$ cat config.mk
export PLATFORM = sky130hd
export DESIGN_NAME = bus_arbiter
export DESIGN_NICKNAME = d
export VERILOG_FILES = /design/src/rtl/bus_arb_pkg.sv /design/src/rtl/bus_arb_mux.sv /design/src/rtl/bus_arbiter.sv
export SDC_FILE = /design/constraint.sdc
export NUM_CORES = 1
export LEC_CHECK = 0
export ABC_CLOCK_PERIOD_IN_PS = 1650
export BUFFER_PORTS_ARGS = -buffer_cell sky130_fd_sc_hd__buf_2
export CAP_MARGIN = 0
export CORE_AREA = 2 2 170 172
export CTS_CLUSTER_DIAMETER = 120
export DETAILED_ROUTE_END_ITERATION = 10
export DIE_AREA = 0 0 172 174
export PLACE_DENSITY = 0.33
export SLEW_MARGIN = 20
export SYNTH_ARGS = -nofsm -noshare
export SYNTH_HDL_FRONTEND = slang
export SYNTH_SLANG_ARGS = --single-unit
$ cat constraint.sdc
create_clock -name clk -period 1.65 [get_ports clk]
set_input_delay 0.0825 -clock clk [delete_from_list [all_inputs] [get_ports clk]]
set_output_delay 0.0825 -clock clk [all_outputs]
set_load 0.02 [all_outputs]
$ cat src/rtl/bus_arb_pkg.sv
// Shared definitions for the two-master bus arbiter: state encoding,
// default bus widths and the hold counter width.
package bus_arb_pkg;

    localparam int DEF_ADDR_W = 16;
    localparam int DEF_DATA_W = 64;
    localparam int HOLD_CNT_W = 8;

    localparam logic [HOLD_CNT_W-1:0] HOLD_CNT_SAT = 8'hFF;

    typedef enum logic [1:0] {
        ST_IDLE = 2'b00,
        ST_M0   = 2'b01,
        ST_M1   = 2'b10
    } arb_state_e;

endpackage

$ cat src/rtl/bus_arb_mux.sv
// Combinational command mux from the granted master onto the BUS master
// port, plus read-data return gated so only the owner sees m_din.
module bus_arb_mux
    import bus_arb_pkg::*;
#(
    parameter int ADDR_W = DEF_ADDR_W,
    parameter int DATA_W = DEF_DATA_W
) (
    input  arb_state_e        state,
    input  logic              m0_req,
    input  logic              m0_wr,
    input  logic [ADDR_W-1:0] m0_addr,
    input  logic [DATA_W-1:0] m0_dout,
    input  logic              m1_req,
    input  logic              m1_wr,
    input  logic [ADDR_W-1:0] m1_addr,
    input  logic [DATA_W-1:0] m1_dout,
    input  logic [DATA_W-1:0] m_din,
    output logic              m_req,
    output logic              m_wr,
    output logic [ADDR_W-1:0] m_addr,
    output logic [DATA_W-1:0] m_dout,
    output logic [DATA_W-1:0] m0_din,
    output logic [DATA_W-1:0] m1_din
);

    // Route the owner's command to BUS and its read data back; idle drives zeros.
    always_comb begin
        m_req  = 1'b0;
        m_wr   = 1'b0;
        m_addr = '0;
        m_dout = '0;
        m0_din = '0;
        m1_din = '0;
        case (state)
            ST_M0: begin
                m_req  = m0_req;
                m_wr   = m0_wr;
                m_addr = m0_addr;
                m_dout = m0_dout;
                m0_din = m_din;
            end
            ST_M1: begin
                m_req  = m1_req;
                m_wr   = m1_wr;
                m_addr = m1_addr;
                m_dout = m1_dout;
                m1_din = m_din;
            end
            default: begin
                m_req  = 1'b0;
                m_wr   = 1'b0;
            end
        endcase
    end

endmodule

$ cat src/rtl/bus_arbiter.sv
// Two-master arbiter in front of the single-master BUS block.
// Registered grant FSM (IDLE/M0/M1) with an optional hold limit (HOLD_MAX,
// 0 = unlimited) that forces a handover when the other master is waiting.
// Optional feature macro: BUS_ARB_ROUND_ROBIN_EN -- when defined, ties in
// IDLE go to the master that was not granted last (m0 first after reset);
// otherwise m0 always wins ties.
module bus_arbiter
    import bus_arb_pkg::*;
#(
    parameter int          ADDR_W   = DEF_ADDR_W,
    parameter int          DATA_W   = DEF_DATA_W,
    parameter int unsigned HOLD_MAX = 0
) (
    input  logic              clk,
    input  logic              reset,
    input  logic              m0_req,
    input  logic              m0_wr,
    input  logic [ADDR_W-1:0] m0_addr,
    input  logic [DATA_W-1:0] m0_dout,
    output logic              m0_grant,
    output logic [DATA_W-1:0] m0_din,
    input  logic              m1_req,
    input  logic              m1_wr,
    input  logic [ADDR_W-1:0] m1_addr,
    input  logic [DATA_W-1:0] m1_dout,
    output logic              m1_grant,
    output logic [DATA_W-1:0] m1_din,
    output logic              m_req,
    output logic              m_wr,
    output logic [ADDR_W-1:0] m_addr,
    output logic [DATA_W-1:0] m_dout,
    input  logic [DATA_W-1:0] m_din
);

    localparam bit HOLD_EN = (HOLD_MAX != 0);
    // Count value on the last permitted cycle before a forced handover.
    localparam logic [HOLD_CNT_W-1:0] HOLD_LAST =
        HOLD_EN ? HOLD_CNT_W'(HOLD_MAX - 1) : '0;

    arb_state_e              state_q, state_d;
    logic [HOLD_CNT_W-1:0]   hold_cnt_q, hold_cnt_d;
    logic                    tie_to_m0_s;

`ifdef BUS_ARB_ROUND_ROBIN_EN
    logic last_grant_q, last_grant_d;

    // Tie goes to the master that did not hold the bus most recently.
    always_comb begin
        tie_to_m0_s = last_grant_q;
    end

    // Remember which master was granted on each entry into M0/M1.
    always_comb begin
        last_grant_d = last_grant_q;
        if (state_d != state_q && state_d == ST_M0) begin
            last_grant_d = 1'b0;
        end else if (state_d != state_q && state_d == ST_M1) begin
            last_grant_d = 1'b1;
        end else begin
            last_grant_d = last_grant_q;
        end
    end

    // Round-robin history register; reset to 1 so the first tie goes to m0.
    always_ff @(posedge clk or posedge reset) begin
        if (reset) begin
            last_grant_q <= 1'b1;
        end else begin
            last_grant_q <= last_grant_d;
        end
    end
`else
    // Fixed priority: m0 wins every tie.
    always_comb begin
        tie_to_m0_s = 1'b1;
    end
`endif

    // Next-state decision: arbitration from IDLE, release/forced handover otherwise.
    always_comb begin
        state_d = state_q;
        case (state_q)
            ST_IDLE: begin
                if (m0_req && m1_req) begin
                    state_d = tie_to_m0_s ? ST_M0 : ST_M1;
                end else if (m0_req) begin
                    state_d = ST_M0;
                end else if (m1_req) begin
                    state_d = ST_M1;
                end else begin
                    state_d = ST_IDLE;
                end
            end
            ST_M0: begin
                if (!m0_req) begin
                    state_d = m1_req ? ST_M1 : ST_IDLE;
                end else if (HOLD_EN && hold_cnt_q == HOLD_LAST && m1_req) begin
                    state_d = ST_M1;
                end else begin
                    state_d = ST_M0;
                end
            end
            ST_M1: begin
                if (!m1_req) begin
                    state_d = m0_req ? ST_M0 : ST_IDLE;
                end else if (HOLD_EN && hold_cnt_q == HOLD_LAST && m0_req) begin
                    state_d = ST_M0;
                end else begin
                    state_d = ST_M1;
                end
            end
            default: begin
                state_d = ST_IDLE;
            end
        endcase
    end

    // Hold counter: cleared on any state change or in IDLE, else saturating increment.
    always_comb begin
        hold_cnt_d = hold_cnt_q;
        if (state_d != state_q || state_d == ST_IDLE) begin
            hold_cnt_d = '0;
        end else if (hold_cnt_q != HOLD_CNT_SAT) begin
            hold_cnt_d = hold_cnt_q + 8'd1;
        end else begin
            hold_cnt_d = hold_cnt_q;
        end
    end

    // Grant state and hold counter registers.
    always_ff @(posedge clk or posedge reset) begin
        if (reset) begin
            state_q    <= ST_IDLE;
            hold_cnt_q <= '0;
        end else begin
            state_q    <= state_d;
            hold_cnt_q <= hold_cnt_d;
        end
    end

    assign m0_grant = (state_q == ST_M0);
    assign m1_grant = (state_q == ST_M1);

    bus_arb_mux #(
        .ADDR_W (ADDR_W),
        .DATA_W (DATA_W)
    ) u_mux (
        .state   (state_q),
        .m0_req  (m0_req),
        .m0_wr   (m0_wr),
        .m0_addr (m0_addr),
        .m0_dout (m0_dout),
        .m1_req  (m1_req),
        .m1_wr   (m1_wr),
        .m1_addr (m1_addr),
        .m1_dout (m1_dout),
        .m_din   (m_din),
        .m_req   (m_req),
        .m_wr    (m_wr),
        .m_addr  (m_addr),
        .m_dout  (m_dout),
        .m0_din  (m0_din),
        .m1_din  (m1_din)
    );

endmodule

==> results.yml, run 1 <==
logic_synthesis:
  async_flop_share: 1.00
  synth_top_area_share: 0.331
  synth-edff-count: 0
  synth_seq_cells: 2
  syn_area_um2: 2420
  synth_top_area_cell: "and2_1"
  ys_seq_area_frac: 0.0207
  synth.most_common_cell: "and2_1"
  synth_cell_types: 14
  synthesis.nets: 585
  dominantRegCellSynth: "dfrtp_1"
  netlist_instances: 349
  synth_commonest_cells: "128 x and2_1, 83 x nor2b_1, 82 x a22oi_1"
  synth.avg_cell_area_um2: 6.93
  yosysWarnings: 0
  synthTopCellsByArea: "and2_1 33%, a22oi_1 25%, nor2b_1 21%, buf_6 7.4%, ha_1 3.1%"
clock_network:
  clkTransAtPathRegs_ns: 0.03
  cts_made_buffers: 3
  clock_path_buffers: 2
  cts_sinks: 2
  root_buffer: "clkbuf_16"
  clock_latency_ns: 0.22
  cts_tree: "yes"
  htreeDepth: 1
floorplanning:
  die_w_um: 172
  start_util: 0.0857
  row_count: 62
  die_area_um2: 29900
  dieHeight_um: 174
  ios: 442
  core_area_um2: 28200
run_status:
  status: "complete, but fails checks"
  violations: "negative setup slack"
layout:
  finish.instance_area_um2: 6430
  stdcell_count: 1173
  largest_reg_flops: 2
  seqCellArea_um2: 50.0
  syn2layout_area_growth_pct: 166
  top_regs: "state_q: 2 flops"
  fillers: 3248
  multiInputGateArea_um2: 2480
  top_register: "state_q"
  drive_above_1_share: 0.732
  nets: 1026
pwr:
  p_leak_nw: 3.21
  pwr_density_cell_nw_per_um2: 814
  power.total_w: 0.00524
  ir_worst_vdd_mv: 0.237
global_routing:
  grt_pass1_vias: 3936
  grt_pass1_wl_mm: 24.1
  antenna_found_initial: 1
  track_usage: 0.105
  grt_max_degree: 47
  grt-ovfl-total: 0
routing:
  vias: 4207
  routedWlPerCell_um: 15.7
  drc_errors: 0
  viasPerCell: 3.59
  drtAntennaViolNets: 0
  firstDrtPassIters: 4
  drt_iter0_markers: 114
  wl_mm: 18.4
sta:
  hold_violations: 0
  tightest_slew_ns: 0.218
  fin_tns_setup_ns: -5.60
  min_period_ns: 1.77
  timing.slew.headroom: 0.855
  grt_setup_unrepaired: "true"
  max_freq_mhz: 565
  post-route-period-util: 1.07
  clock_skew_ns: 0.000887
  finalMaxSlewViolations: 0
  layout_setup_ws_ns: -0.118
  setup_violations: 104
worst_setup_path:
  end_kind: "primary output"
  setup.worst_path.class: "flip-flop to primary output"
  start_kind: "flip-flop"
  cp.arrival_ns: 1.69
  crit_path_max_fanout: 6
  cp.required_ns: 1.57
worst_hold_path:
  hold_path.class: "input pin to flip-flop"
placement:
  hpwlAfterDp_mm: 13.3
  dp_cells: 1145
  globalplace.congestion: 0.748
  port_buffers: 441
  pre_cts_ws_ns: 0.0147
  place_area_um2: 5040
job:
  maxCapViolCount: 0
[layer usage]
metal | track usage | wire (um)
met3 | 0.0155 | 1160
met2 | 0.206 | 9810
met4 | 0.00945 | 76
met5 | 0 | 0
met1 | 0.123 | 7380
[through the flow]
step	hold WS (ns)	util
after global routing	0.180	0.228
after CTS	0.160	0.212
after global placement	-0.0584	0.178
after floorplan	-0.176	-
final	0.156	0.228
after detailed placement	-0.0523	0.178
[report_power, final]
part / leakage, nW / switching (W) / internal [W]
sequential: 0.0257 / 0.00000998 / 0.0000586
combinational: 3.14 / 0.00247 / 0.00234
clock: 0.0370 / 0.0000523 / 0.000308
total: 3.21 / 0.00253 / 0.00271
[path summary, 6_finish.rpt]
kind | startpoint | to | slack [ns] | depth (start not counted)
setup / recovery | state_q[0] | m_dout[51] | -0.12 | 7
hold / removal | m0_req | state_q[0] | 0.16 | 2
setup reg to reg | state_q[1] | state_q[0] | 0.15 | 5
hold reg to reg | state_q[1] | state_q[1] | 0.85 | 4
max in group asynchronous | reset | state_q[0] | 1.23 | 3
min in group asynchronous | reset | state_q[1] | 0.30 | 3
[cells by family after synthesis]
family	after synthesis	synth area share
and+or+nand+nor	211	0.546
adders and majority gates	6	0.0310
buffers and inverters	45	0.136
DFF	2	0.0207
AOI/OAI and AO/OA	85	0.267
[worst max-delay path: stages, from the launching register on]
cell,delay [ns]
dfrtp_1,0.41
buf_6,0.14
ha_4,0.22
buf_12,0.15
clkbuf_16,0.16
a22oi_1,0.16
nor2b_1,0.07
buf_4,0.16
[repair_timing]
action,CTS,global route
setup endpoints to repair,207,193
pin swaps,12,14
endpoints found under the hold margin,2,0
gates resized for setup,192,86
buffers inserted,8,7
gates cloned,7,6
hold buffers,1,0
[cells in the final DEF (no fill, tap or decap), types with 3 or more instances in the layout]
| cell type | instances |
|---|---|
| a22oi_1 | 19 |
| a22oi_2 | 63 |
| and2_1 | 104 |
| and2_4 | 24 |
| buf_12 | 18 |
| buf_2 | 314 |
| buf_4 | 90 |
| buf_6 | 45 |
| clkbuf_16 | 8 |
| ha_4 | 3 |
| nor2b_1 | 79 |
[cell type report]
type	count	share of cell area
Timing Repair Buffer	477	0.518
Multi-Input combinational cell	302	0.385
Tap cell	384	0.0747
Clock buffer	3	0.0117
Sequential cell	2	0.00778
Inverter	4	0.00233
Antenna cell	1	0.000389
Power figures use the tool's default switching activity.
==> run 2: changes to the inputs <==
--- a/config.mk
+++ b/config.mk
@@ -13,5 +13,5 @@
 export DETAILED_ROUTE_END_ITERATION = 10
 export DIE_AREA = 0 0 172 174
-export PLACE_DENSITY = 0.33
+export PLACE_DENSITY = 0.37
 export SLEW_MARGIN = 20
 export SYNTH_ARGS = -nofsm -noshare
==> constraint.sdc (replaced) <==
create_clock -name clk -period 1.65 [get_ports clk]
set_input_delay 0.0825 -clock clk [delete_from_list [all_inputs] [get_ports clk]]
set_output_delay 0.0825 -clock clk [all_outputs]
set_load 0.1 [all_outputs]
==> results.yml, run 2 (synthesis gave the netlist of run 1 again) <==
sta:
  tightest_slew_ns: 0.300
  setup_violations: 188
  layout_setup_ws_ns: -0.166
  grt_setup_unrepaired: "true"
  max_freq_mhz: 551
  clock_skew_ns: 0.000298
  timing.slew.headroom: 0.800
  min_period_ns: 1.82
  finalMaxSlewViolations: 0
  hold_violations: 0
  post-route-period-util: 1.10
clock_network:
  clkTransAtPathRegs_ns: 0.03
  clock_latency_ns: 0.22
  cts_tree: "yes"
  cts_sinks: 2
  clock_path_buffers: 2
  cts_made_buffers: 3
  root_buffer: "clkbuf_16"
  htreeDepth: 1
routing:
  drt_iter0_markers: 90
  drtAntennaViolNets: 0
  wl_mm: 20.8
  firstDrtPassIters: 4
  vias: 4418
  drc_errors: 0
  viasPerCell: 3.68
  routedWlPerCell_um: 17.3
layout:
  stdcell_count: 1201
  syn2layout_area_growth_pct: 333
  largest_reg_flops: 2
  layout_commonest_cell: "buf_2"
  finish.instance_area_um2: 10500
  mostFrequentLayoutCells: "229 x buf_2, 227 x buf_12, 80 x nor2b_4, 79 x a22oi_2, 65 x and2_2"
  top_register: "state_q"
  top_regs: "state_q: 2 flops"
  nets: 1055
  drive_above_1_share: 0.987
  antenna_cells: 0
pwr:
  p_leak_nw: 4.44
  pwr_density_cell_nw_per_um2: 1210
  ir_worst_vdd_mv: 0.483
floorplanning:
  dieHeight_um: 174
  die_area_um2: 29900
  die_w_um: 172
  ios: 442
  core_area_um2: 28200
  start_util: 0.0857
  row_count: 62
worst_setup_path:
  worstSetupStartpoint: "state_q[0]"
  worstPathCellList: "buf_4, ha_4, buf_12, buf_6, a22oi_2, nor2b_4, buf_12"
  worstSetupEndpoint: "m_dout[52]"
  crit_path_max_fanout: 14
  r2r_end: "state_q[0]"
  cp.required_ns: 1.57
  timing.rr.start: "state_q[1]"
  worst_path_max_delay_cell: "dfrtp_1"
  slowest_delay_ns: 0.37
  cp.arrival_ns: 1.73
  reg2reg_slack_ns: 0.20
  r2r_cells: 5
  cpMostUsedCell: "buf_12"
  end_kind: "primary output"
  setup.worst_path.class: "flip-flop to primary output"
  start_kind: "flip-flop"
global_routing:
  grt_pass1_wl_mm: 26.0
  track_usage: 0.114
  grt-ovfl-total: 0
  antenna_found_initial: 1
  grt_pass1_vias: 4266
  grt_max_degree: 35
job:
  maxCapViolCount: 0
placement:
  globalplace.congestion: 0.729
  hpwlAfterDp_mm: 16.1
  pre_cts_ws_ns: -0.0523
  dp_cells: 1164
  place_area_um2: 9250
  port_buffers: 441
run_status:
  violations: "negative setup slack"
  status: "complete, but fails checks"
worst_hold_path:
  hold_path.class: "input pin to flip-flop"
-- run 2: cell count changes in the layout (fill, tap and decap cells not counted), sizes merged --
cell and change:
buf +18, clkbuf +11, diode -1
-- run 2: report_power, final --
group | leakage [nW] | switching, W | internal (W)
Combinational | 4.38 | 0.00712 | 0.00508
Clock | 0.0370 | 0.0000533 | 0.000308
Sequential | 0.0243 | 0.0000105 | 0.0000594
-- run 2: layer usage --
metal	vias up	part of all wire	wire, um	GRT usage
met5	-	0.00063	13	0
met4	2	0.0047	98	0.0158
met3	6	0.069	1430	0.0196
met2	221	0.57	11800	0.227
met1	2068	0.36	7460	0.125
li1	2121	-	-	-
-- run 2: worst max-delay path: cells and delay by family, from the launching register on --
| kind | cells | cell delay [ns] |
|---|---|---|
| flip-flops | 1 | 0.37 |
| AO/OA/AOI/OAI | 1 | 0.27 |
| AND/OR/NAND/NOR | 1 | 0.07 |
| adder cells (fa/ha/maj) | 1 | 0.17 |
| buffers and inverters | 4 | 0.62 |
-- run 2: final cells by class --
class                           instances  area [um^2]
Fill cell                            2793        17800
Timing Repair Buffer                  506         6510
Multi-Input combinational cell        302         3330
Tap cell                              384          480
Clock buffer                            3         75.1
Sequential cell                         2         51.3
Inverter                                4         17.5
-- run 2: per-stage QoR --
step	setup TNS, ns	total power (W)	util	hold WS, ns
2_1_floorplan	-17.09	0.00712	-	-0.176
3_3_place_gp	-0.0702	0.0111	0.327	-0.0487
3_5_place_dp	-0.366	0.0111	0.327	-0.0492
4_1_cts	-17.32	0.0117	0.337	0.124
5_1_grt	-24.64	0.0130	0.371	0.137
6_report	-13.59	0.0126	0.371	0.128
-- run 2: worst min path at each step --
stage	slack, ns	cells after the start	end	start
after floorplan	-0.18	1	state_q[0]	reset
after global placement	-0.05	2	state_q[1]	reset
after detailed placement	-0.05	2	state_q[1]	reset
after CTS	0.12	2	state_q[0]	m0_req
after global routing	0.14	2	state_q[0]	m0_req
final	0.13	2	state_q[0]	m0_req
-- run 2: what timing repair did --
| item | in CTS | in global routing |
|---|---|---|
| gates resized for setup | 33 | 130 |
| pin swaps | 3 | 24 |
| endpoints found under the setup margin | 197 | 197 |
| gates cloned | 1 | 20 |
| buffers inserted | 5 | 7 |
| hold buffers | 1 | 0 |
| hold endpoints to repair | 2 | 0 |
==> run 3: changes to the inputs <==
ABC_CLOCK_PERIOD_IN_PS = 1700   (was 1650)
clock period = 1.7 ns   (was 1.65 ns; I/O delays follow)
==> results.yml, run 3 (synthesis gave the netlist of run 1 again) <==
sta:
  tightest_slew_ns: 0.309
  grt_setup_unrepaired: "true"
  setup_violations: 186
  max_freq_mhz: 547
  hold_violations: 0
  layout_setup_ws_ns: -0.128
  timing.hold.ws_ns: 0.124
  finalMaxSlewViolations: 0
  timing.slew.headroom: 0.794
  post-route-period-util: 1.08
  min_period_ns: 1.83
  clock_skew_ns: 0.00419
layout:
  mostFrequentLayoutCells: "229 x buf_2, 224 x buf_12, 93 x and2_2, 82 x nor2b_4, 42 x a22oi_1"
  drive_above_1_share: 0.931
  nets: 1037
  top_regs: "state_q: 2 flops"
  syn2layout_area_growth_pct: 306
  stdcell_count: 1184
  fillers: 2842
  layout_commonest_cell: "buf_2"
  largest_reg_flops: 2
  top_register: "state_q"
floorplanning:
  start_util: 0.0857
  core_area_um2: 28200
  dieHeight_um: 174
  die_w_um: 172
  row_count: 62
  die_area_um2: 29900
  ios: 442
run_status:
  status: "complete, but fails checks"
  violations: "negative setup slack"
worst_setup_path:
  start_kind: "flip-flop"
  end_kind: "primary output"
  cp.required_ns: 1.62
  setup.worst_path.class: "flip-flop to primary output"
  cp.arrival_ns: 1.74
  crit_path_max_fanout: 7
worst_hold_path:
  hold_path.class: "input pin to flip-flop"
pwr:
  ir_worst_vdd_mv: 0.465
  power.total_w: 0.0117
  p_leak_nw: 4.23
  pwr_density_cell_nw_per_um2: 1190
routing:
  viasPerCell: 3.63
  drtAntennaViolNets: 0
  drc_errors: 0
  routedWlPerCell_um: 16.4
  firstDrtPassIters: 4
  drt_iter0_markers: 105
  vias: 4292
  wl_mm: 19.5
placement:
  globalplace.congestion: 0.799
  port_buffers: 441
  hpwlAfterDp_mm: 15.6
  pre_cts_ws_ns: -0.0477
  dp_cells: 1157
global_routing:
  grt-ovfl-total: 0
  grt_pass1_vias: 4197
  grt_pass1_wl_mm: 26.7
  track_usage: 0.117
  antenna_found_initial: 1
  grt_max_degree: 56
clock_network:
  cts_made_buffers: 3
  clock_latency_ns: 0.22
  root_buffer: "clkbuf_16"
  htreeDepth: 1
  clock_path_buffers: 2
  cts_tree: "yes"
  clkTransAtPathRegs_ns: 0.03
  cts_sinks: 2
job:
  maxCapViolCount: 0
[run 3: cell count changes in the layout (fill, tap and decap cells not counted), sizes merged]
cell,delta
diode,+1
buf,-6
clkbuf,-12
[run 3: critical path, stage by stage, from the launching register on]
cell and delay (ns):
dfrtp_1 0.37, inv_2 0.08, buf_6 0.12, ha_4 0.30
buf_12 0.14, clkbuf_16 0.15, nor2b_4 0.16, buf_12 0.18
[run 3: through the flow]
| stage | utilization | cell area (um^2) | setup TNS (ns) |
|---|---|---|---|
| 6_report | 0.348 | 9820 | -11.02 |
| 3_5_place_dp | 0.324 | 9140 | -1.01 |
| 5_1_grt | 0.348 | 9820 | -23.67 |
| 4_1_cts | 0.341 | 9630 | -12.61 |
| 3_3_place_gp | 0.324 | 9140 | -0.426 |
| 2_1_floorplan | - | 3270 | -13.23 |
[run 3: power breakdown]
group / leakage (nW) / internal, W / switching [W]
Clock: 0.0370 / 0.000300 / 0.0000602
Sequential: 0.0257 / 0.0000568 / 0.0000104
Combinational: 4.16 / 0.00453 / 0.00671
Total: 4.23 / 0.00489 / 0.00678
[run 3: cell type report]
cell class | count | area [um^2] | share of cell area
Antenna cell | 1 | 2.50 | 0.000255
Clock buffer | 3 | 75.1 | 0.00765
Inverter | 4 | 15.0 | 0.00153
Multi-Input combinational cell | 302 | 3090 | 0.315
Sequential cell | 2 | 50.0 | 0.00510
Tap cell | 384 | 480 | 0.0489
Timing Repair Buffer | 488 | 6100 | 0.622
[run 3: routing by layer]
| layer | vias up | wire, um | share of wire | GRT usage |
|---|---|---|---|---|
| li1 | 2084 | - | - | - |
| met1 | 1973 | 7330 | 0.38 | 0.139 |
| met2 | 220 | 10300 | 0.53 | 0.216 |
| met3 | 15 | 1570 | 0.081 | 0.0219 |
| met4 | 0 | 265 | 0.014 | 0.0238 |
| met5 | - | 0 | 0 | 0 |
[run 3: timing repair]
item                                   4_1_cts  5_1_grt
pin swaps                                    9        2
hold buffers                                 1        0
setup endpoints to repair                  199      199
resized for setup                           62       26
cloned                                       3        5
setup buffers                               14        0
endpoints found under the hold margin        2        0
[run 3: path summary, 6_finish.rpt]
| path | start | endpoint | slack [ns] | cells past startpoint |
|---|---|---|---|---|
| max | state_q[0] | m_dout[60] | -0.13 | 7 |
| max reg2reg | state_q[1] | state_q[0] | 0.16 | 5 |
| min reg2reg | state_q[0] | state_q[0] | 0.85 | 4 |
| min in group asynchronous | reset | state_q[0] | 0.31 | 3 |
| min | m0_req | state_q[0] | 0.12 | 2 |
| max in group asynchronous | reset | state_q[1] | 1.27 | 3 |
